### src/rtl/common_lib_pseudo_reverse_buffer.sv
`default_nettype none
// ============================================================================
// Module   : common_lib_pseudo_reverse_buffer
// Brief    : Streaming ping-pong reorder buffer. Frames of N = B**S elements
//            arrive in natural order and leave in base-B pseudo-reverse order.
//            The step is chosen per frame. Two banks let one frame be written
//            while the previous frame is read out.
// Options  : PSEUDO_REVERSE_BUFFER_STEP_ERR_EN adds a sticky 'err' output.
//            It flags frames whose step was out of range.
// Revision : 1.0 - initial release
// ============================================================================
module common_lib_pseudo_reverse_buffer #(
  parameter int S    = 4,   // base-B digits per index (>= 2)
  parameter int B    = 2,   // radix, power of two (>= 2)
  parameter int OP_W = 32   // element width
) (
  input  logic                  clk,
  input  logic                  a_rst,
  input  logic [OP_W-1:0]       in_data,
  input  logic [$clog2(S)-1:0]  in_step,
  input  logic                  in_vld,
  output logic                  in_rdy,
  output logic [OP_W-1:0]       out_data,
  output logic                  out_last,
  output logic                  out_vld,
  input  logic                  out_rdy
`ifdef PSEUDO_REVERSE_BUFFER_STEP_ERR_EN
  ,
  output logic                  err
`endif
);

  localparam int B_W = $clog2(B);
  localparam int S_W = $clog2(S);
  localparam int N   = B ** S;
  localparam int N_W = S * B_W;

  localparam logic [N_W-1:0] c_PTR_LAST = '1;
  localparam logic [N_W-1:0] c_PTR_ONE  = {{(N_W-1){1'b0}}, 1'b1};
  localparam logic [S_W:0]   c_S_EXT    = (S_W+1)'(S);
  localparam logic [S_W-1:0] c_STEP_MAX = S_W'(S - 1);

  // Pseudo-reverse of index v: digits below 'step' stay in place, and the
  // remaining upper digits appear in reversed order. The map is its own
  // inverse, so it serves as the read address generator directly.
  function automatic logic [N_W-1:0] f_pr(input logic [N_W-1:0] v,
                                          input logic [S_W-1:0] step);
    logic [N_W-1:0] r;
    int             src;
    r = '0;
    for (int s = 0; s < S; s++) begin
      if (s < int'(step)) begin
        src = s;
      end else begin
        src = S - 1 - (s - int'(step));
      end
      r[s*B_W +: B_W] = v[src*B_W +: B_W];
    end
    return r;
  endfunction

  // Storage and control state
  logic [OP_W-1:0] r_mem [0:2*N-1];
  logic [1:0]      r_full;
  logic [S_W-1:0]  r_step [0:1];
  logic [N_W-1:0]  r_wr_ptr;
  logic            r_wr_bank;
  logic [N_W-1:0]  r_rd_ptr;
  logic            r_rd_bank;

  logic            w_wr_en;
  logic            w_wr_first;
  logic            w_wr_last;
  logic            w_step_oor;
  logic [S_W-1:0]  w_step_clamped;
  logic            w_load;
  logic            w_rd_last;
  logic [N_W-1:0]  w_rd_addr;

  // Input ready is held low while reset is asserted. Otherwise it tracks
  // whether the bank currently being filled is free.
  assign in_rdy     = ~a_rst & ~r_full[r_wr_bank];
  assign w_wr_en    = in_vld & in_rdy;
  assign w_wr_first = (r_wr_ptr == '0);
  assign w_wr_last  = (r_wr_ptr == c_PTR_LAST);

  // Steps that cannot address a digit collapse to S-1, which is the identity order.
  assign w_step_oor     = ({1'b0, in_step} >= c_S_EXT);
  assign w_step_clamped = w_step_oor ? c_STEP_MAX : in_step;

  // The output register advances whenever it is empty or being consumed.
  assign w_load    = r_full[r_rd_bank] & (~out_vld | out_rdy);
  assign w_rd_last = (r_rd_ptr == c_PTR_LAST);
  assign w_rd_addr = f_pr(r_rd_ptr, r_step[r_rd_bank]);

  // Store each accepted element at its natural position in the fill bank.
  // Contents need no reset because the full flags gate every read.
  always_ff @(posedge clk) begin
    if (w_wr_en) begin
      r_mem[{r_wr_bank, r_wr_ptr}] <= in_data;
    end
  end

  // Write pointer and bank selection, plus the per-frame step latch.
  always_ff @(posedge clk or posedge a_rst) begin
    if (a_rst) begin
      r_wr_ptr  <= '0;
      r_wr_bank <= 1'b0;
      r_step[0] <= '0;
      r_step[1] <= '0;
    end else if (w_wr_en) begin
      if (w_wr_first) begin
        r_step[r_wr_bank] <= w_step_clamped;
      end
      r_wr_ptr <= r_wr_ptr + c_PTR_ONE;
      if (w_wr_last) begin
        r_wr_bank <= ~r_wr_bank;
      end
    end
  end

  // Bank occupancy. A bank is set when its last element is written and cleared
  // when its last element is read. Set and clear always target different banks.
  always_ff @(posedge clk or posedge a_rst) begin
    if (a_rst) begin
      r_full <= 2'b00;
    end else begin
      if (w_wr_en && w_wr_last) begin
        r_full[r_wr_bank] <= 1'b1;
      end
      if (w_load && w_rd_last) begin
        r_full[r_rd_bank] <= 1'b0;
      end
    end
  end

  // Output register and read pointer. The outputs hold while stalled, and
  // valid drops once the current element is taken with nothing behind it.
  always_ff @(posedge clk or posedge a_rst) begin
    if (a_rst) begin
      out_data  <= '0;
      out_last  <= 1'b0;
      out_vld   <= 1'b0;
      r_rd_ptr  <= '0;
      r_rd_bank <= 1'b0;
    end else if (w_load) begin
      out_data <= r_mem[{r_rd_bank, w_rd_addr}];
      out_last <= w_rd_last;
      out_vld  <= 1'b1;
      r_rd_ptr <= r_rd_ptr + c_PTR_ONE;
      if (w_rd_last) begin
        r_rd_bank <= ~r_rd_bank;
      end
    end else if (out_rdy) begin
      out_vld  <= 1'b0;
      out_last <= 1'b0;
    end
  end

`ifdef PSEUDO_REVERSE_BUFFER_STEP_ERR_EN
  // Sticky flag for a frame that started with an out-of-range step.
  always_ff @(posedge clk or posedge a_rst) begin
    if (a_rst) begin
      err <= 1'b0;
    end else if (w_wr_en && w_wr_first && w_step_oor) begin
      err <= 1'b1;
    end
  end
`endif

endmodule
`default_nettype wire

### config.mk
export PLATFORM = sky130hd
export DESIGN_NAME = common_lib_pseudo_reverse_buffer
export DESIGN_NICKNAME = d
export VERILOG_FILES = /design/src/rtl/common_lib_pseudo_reverse_buffer.sv
export SDC_FILE = /design/constraint.sdc
export NUM_CORES = 1
export LEC_CHECK = 0
export BUFFER_PORTS_ARGS = -buffer_cell sky130_fd_sc_hd__clkbuf_2
export CAP_MARGIN = 20
export CORE_UTILIZATION = 30
export CTS_CLUSTER_SIZE = 25
export DETAILED_ROUTE_END_ITERATION = 8
export PLACE_DENSITY = 0.54
export SYNTH_ARGS = -nofsm -noshare
export SYNTH_HDL_FRONTEND = slang
export SYNTH_SLANG_ARGS = --single-unit
### constraint.sdc
create_clock -name clk -period 4.6 [get_ports clk]
set_input_delay 0.23 -clock clk [delete_from_list [all_inputs] [get_ports clk]]
set_output_delay 0.23 -clock clk [all_outputs]
set_load 0.01 [all_outputs]
# Word-level counts from Yosys, hierarchy flattened

Memories as Yosys holds them, arrays and structs flattened. A register that Yosys moved wholly into a read port is not among the register bits.
Index checks and enable logic that the tools add are counted.

Memory bits (writable): 1,024
Input port bits: 38
Latch bits: 0
Bits in read-only memories: 0
Memories: 1
Logic and storage cells: 84
Bits in registers: 18
Output and inout port bits: 35

Memory list:

| name  | words | bits a word | read ports | clocked after Yosys merged registers in | write ports | RTL line | text |
|---|---|---|---|---|---|---|---|
| r_mem | 32    | 32          | 1          | 1                                       | 1           | 63       | `logic [OP_W-1:0] r_mem [0:2*N-1];` |

Shifts and indexed selects: 4
Magnitude comparators: 10
Muxes and demuxes: 24
Eq/ne operators: 2
Add/sub/neg operators: 10
Bitwise operators: 14
Reductions and logical operators: 10
Multiply operators: 0
Divide/modulo/power cells: 0

Operators with widths:

| kind                | number |
|---|---|
| $mux 32             | 3 |
| $shiftx 4x32->1     | 3 |
| $sub 3x3->4 const A | 4 |
| $mux 2              | 6 |
| $mux 1              | 11 |
| $add 4x1->4 const B | 2 |
| $eq 4x4->1 const B  | 2 |
| $reduce_and 2->1    | 3 |
| $sub 1x2->3 const A | 2 |
| $sub 2x2->3 const A | 2 |
| $logic_and 1x1->1   | 5 |
| $not 1->1           | 5 |
| $bwmux 4            | 1 |
| $ge 2x2->1 const B  | 2 |
| $logic_not 4->1     | 1 |
| $lt 1x2->1 const A  | 2 |
| $lt 1x2->1 const B  | 2 |
| $not 1->2           | 2 |
| $shiftx 4x4->1      | 1 |
| $and 1x1->1         | 3 |
| $and 2x2->2         | 1 |
| $demux 1 s1         | 2 |
| $demux 2 s1         | 1 |
| $ge 1x1->1 const B  | 2 |
| other kinds (6)     | 6 |

# Depth between registers and ports, before layout

Depth in word-level cells: 9
Depth in mapped cells: 12
Mapped depth without buffers: 7

# Worst setup path before layout

Ideal clock, no wire load.

Path type: register to register
Start point: reg r_wr_bank
End point: reg r_step[2] in the netlist's numbering
Clock period less this slack: 3,608 ps
Library setup time: 125 ps
Cell stages (with the launch flop): 8
Required time: 4,475 ps
Buffers on the path: 2
Arrival time: 3,483 ps
Path slack: 992 ps
Cell sequence: dfrtp_1 -> clkbuf_1 -> a211oi_1 -> and2_1 -> clkbuf_1 -> nand2_1 -> nor2_1 -> mux2_2

Word-level cells in the longest chain between the ends: 6
Elaborated cells between the ends (all ways): 13
Classes of those cells: 2 x order compare; 5 x mux; 4 x bitwise; 2 x reduce/logical

Ends and longest elaborated chain:

| what                                       | RTL line | text |
|---|---|---|
| from (decl)                                | 67       | `logic r_wr_bank;` |
| from (signal assigned)                     | 117      | `r_wr_bank <= ~r_wr_bank;` |
| $mux 1 (not written as such) (2 in series) | 82       | `assign in_rdy = ~a_rst & ~r_full[r_wr_bank];` |
| $not 1->1                                  | 82       |  |
| $and 1x1->1                                | 82       |  |
| via in_rdy                                 | 22       | `output logic in_rdy,` |
| $and 1x1->1                                | 83       | `assign w_wr_en = in_vld & in_rdy;` |
| $reduce_and 2->1 (no line)                 | -        |  |
| to (signal, indexed assignment)            | 113      | `r_step[r_wr_bank] <= w_step_clamped;` |
| to (decl)                                  | 65       | `logic [S_W-1:0] r_step [0:1];` |

The timed path passes the listed nets, and every way through them passes these cells. The select of a mux whose other input is x is not followed.
A chain may end at the register's enable or synchronous reset.

# Worst setup path in the final report

Start point: reg r_wr_bank
End point: mem r_mem[19][30] (enable)

Word-level cells in the longest chain between the ends: 7

Ends and longest elaborated chain:

| what                                       | RTL line | text |
|---|---|---|
| $mux 1 (not written as such) (2 in series) | 82       |  |
| $not 1->1                                  | 82       |  |
| $and 1x1->1                                | 82       |  |
| $and 1x1->1                                | 83       |  |
| $mux 1                                     | 99       | `if (w_wr_en) begin` |
| $mux 1 (not written as such)               | 100      | `r_mem[{r_wr_bank, r_wr_ptr}] <= in_data;` |
| to (decl)                                  | 63       |  |

Several ways; a longest one is shown, not always the timed one. The select of a mux whose other input is x is not followed.

==> results_dict.tcl <==
set metrics [dict create \
    grt_overflow_total 0 \
    drv_cap 0 \
    grt_pass1_wl_mm 176 \
    row_count 137 \
    port_buffers 72 \
    synth-seq-cells 1074 \
    syn_area_per_cell_sq_um 18.2 \
    boundaryPins 73 \
    synth_top_area_cell "edfxtp_1" \
    yosys_warnings 0 \
    clk_path_buf_depth 3 \
    via_count 23100 \
    syn_area_sq_um 42400 \
    syn_to_final_growth_pct 15.9 \
    post_cts_buffers 0 \
    postCtsHoldBufs 4 \
    run_status "completed" \
    cts.sinks 1074 \
    hpwl_mm 70.0 \
    ant_nets 0 \
    cp.required_ns 4.93 \
    start_util_pct 30.3 \
    gp_congestion 0.794 \
    finalCritPeriodShare_pct 90.0 \
    stdcell_count 4415 \
    critical_path_class "reg2reg" \
    slowest_delay_ns 0.96 \
    yosys-top-cells-area "edfxtp_1, mux4_2, mux2_2, dfrtp_1, o211ai_1" \
    ys_seq_area_share_pct 75.4 \
    synth_cell_types 47 \
    root_buffer "clkbuf_16" \
    dr.pass1.iters 6 \
    synth_cells 2335 \
    post-route-drc-count 0 \
    die_h_um 378 \
    cp_slowest_cell "nor2_4" \
    wl_met3_mm 9.00 \
    fmax_ghz 0.242 \
    setup_tns_ns 0 \
    drt-initial-drc-count 2547 \
    ys.flop_type "edfxtp_1" \
    power_density_nw_per_um2 643 \
    cp_max_fo 18 \
    grt_max_degree 124 \
    wl_mm 124 \
    fin_skew_ns 0.0329 \
    final_nets 2486 \
    holdWs_ns 0.0901 \
    worst_pin_slew_ns 1.24 \
    grt_use_total_pct 17.2 \
    end_kind "flip-flop" \
    worstPathArrival_ns 4.47 \
    worstSkewPairLatency_ns 0.71 \
    leakagePower_nw 16.2 \
    route.met2.wl_mm 59.8 \
    min_period_ns 4.14 \
    synth_top_area_share_pct 72.5 \
    cts_buffers 110 \
    wl_per_cell_um 28.0 \
    die_w_um 378 \
    vias_per_cell 5.23 \
    maxUsedRoutingLayer "met5" \
    h-tree-depth 3 \
    peakVddDrop_mv 0.831 \
    antenna_found_initial 8 \
    start_kind "flip-flop" \
    clk_pin_slew_worst_paths_ns 0.06 \
    cts_tree "yes" \
    drive_above_1_share_pct 26.8 \
    synthesis.nets 2378 \
    slew_violations 0 \
    grt_setup_unrepaired "false" \
    path_cells "nor2b_1 > a211oi_1 > and2_1 > nand2_1 > nor2_4 > buf_4" \
    hold_violations 0 \
    postCtsResizedCells 0 \
    grt_pass1_vias 23400 \
    core_sq_um 140000 \
    dp.cells 4202 \
    hp-class "in2async" \
    die_area_sq_um 143000 \
    setup_violations 0 \
    synth_edf_count 1024 \
    drt-met1-wl_mm 51.8 \
    slew_headroom_pct 17.6 \
    async_reset_ff_share_pct 4.66 \
]
-- flip-flops by register name (all words and copies together), names as in the netlist --
| name | flops |
|---|---|
| out_data | 32 |
| r_full | 2 |
| out_vld | 1 |
| out_last | 1 |
| r_wr_ptr | 4 |
| r_rd_bank | 1 |
| r_mem | 1024 |
| r_step | 4 |
| r_rd_ptr | 4 |
| r_wr_bank | 1 |
-- layout make-up --
class / count / area (sq um)
tap: 1876 / 2350
timing repair buffer: 153 / 1290
sequential: 1074 / 32000
antenna: 1 / 2.50
clock inverter: 59 / 622
inverter: 68 / 255
multi-input combinational: 1036 / 9700
clock buffer: 148 / 2990
fill: 13200 / 90700
-- cell usage after synthesis, types with 2 or more instances --
| master | instances |
|---|---|
| mux4_2 | 100 |
| mux2_2 | 196 |
| mux2i_2 | 2 |
| a222oi_1 | 31 |
| nor3_1 | 32 |
| dfrtp_1 | 50 |
| nor2b_1 | 2 |
| xnor2_1 | 6 |
| buf_2 | 59 |
| a311oi_2 | 10 |
| inv_1 | 68 |
| or3b_2 | 2 |
| buf_6 | 10 |
| edfxtp_1 | 1024 |
| a31oi_1 | 31 |
| and4bb_1 | 31 |
| mux2i_1 | 7 |
| nand4_1 | 5 |
| o211ai_1 | 126 |
| ha_1 | 5 |
| clkbuf_1 | 64 |
| a21oi_1 | 66 |
| nand3_1 | 4 |
| nand3b_1 | 2 |
| and2_1 | 4 |
| buf_1 | 7 |
| buf_4 | 17 |
| a22oi_1 | 32 |
| a311oi_1 | 21 |
| o211a_1 | 63 |
| o21ai_0 | 4 |
| mux2_4 | 2 |
| nand2b_1 | 3 |
| nor2_1 | 68 |
| nand2_1 | 169 |
-- power by group --
| part | internal [mW] | switching [mW] |
|---|---|---|
| registers | 11.2 | 0.373 |
| logic | 4.34 | 6.82 |
| clock network | 5.18 | 3.77 |
-- final timing paths --
kind / start / slack [ns] / depth (start not counted) / endpoint
setup / recovery: r_wr_bank / 0.46 / 6 / r_mem[19][30]
hold / removal: a_rst / 0.09 / 3 / out_vld
setup reg to reg: r_wr_bank / 0.46 / 6 / r_mem[19][30]
hold reg to reg: r_full[0] / 0.54 / 1 / r_full[0]
max in group asynchronous: a_rst / 3.87 / 4 / out_data[27]
min in group clk: in_vld / 0.11 / 3 / r_wr_ptr[0]
-- layer usage --
layer / track usage [%] / up-vias
met5: 0 / -
li1: - / 9636
met3: 2.98 / 202
met4: 4.89 / 12
met1: 23.2 / 12300
met2: 28.4 / 923
-- through the flow --
| stage | setup WS, ns | util [%] | cell area (sq um) | total power [mW] |
|---|---|---|---|---|
| after global placement | 0.486 | 32.5 | 45400 | 22.8 |
| final | 0.462 | 35.2 | 49200 | 31.7 |
| after floorplan | 0.992 | - | 42400 | 19.1 |
| after detailed placement | 0.414 | 32.5 | 45500 | 23.0 |
| after global routing | 0.323 | 35.2 | 49200 | 32.8 |
| after CTS | 0.381 | 35.2 | 49200 | 31.9 |
-- worst max-delay path, delay by kind of cell (launching register included) --
kind / cells / cell delay, ns
flip-flops: 1 / 0.53
buffers and inverters: 1 / 0.53
AO/OA/AOI/OAI: 1 / 0.57
AND/OR/NAND/NOR: 4 / 2.11
-- cells in the final DEF (no fill, tap or decap), types with 21 or more instances in the layout --
master     count
nor2_1        36
a22oi_1       32
clkinv_2      30
edfxtp_1    1024
mux2_2       196
and4bb_1      31
buf_12        23
o211a_1       63
clkbuf_16    110
clkbuf_2      72
dfrtp_1       50
inv_1         67
nor3_1        32
o211ai_1     126
nand2_1      166
nor2_4        33
buf_4         53
a31oi_1       31
clkbuf_1      29
a222oi_1      31
a311oi_1      21
mux4_2       100
a21oi_1       65
-- cells by family (layout without fill, tap and decap cells) --
kind of cell               Yosys count  after routing  synth area share (%)
other                                0              1                     0
DFF                               1074           1074                  75.4
xor gates and xnor gates             7              7                 0.144
buffers and inverters              225            428                  2.49
muxes                              307            307                  10.8
adders and majority gates            5              5                 0.147
AOI/OAI and AO/OA                  390            390                  7.20
and+or+nand+nor                    327            327                  3.80
Power figures use the tool's default switching activity.
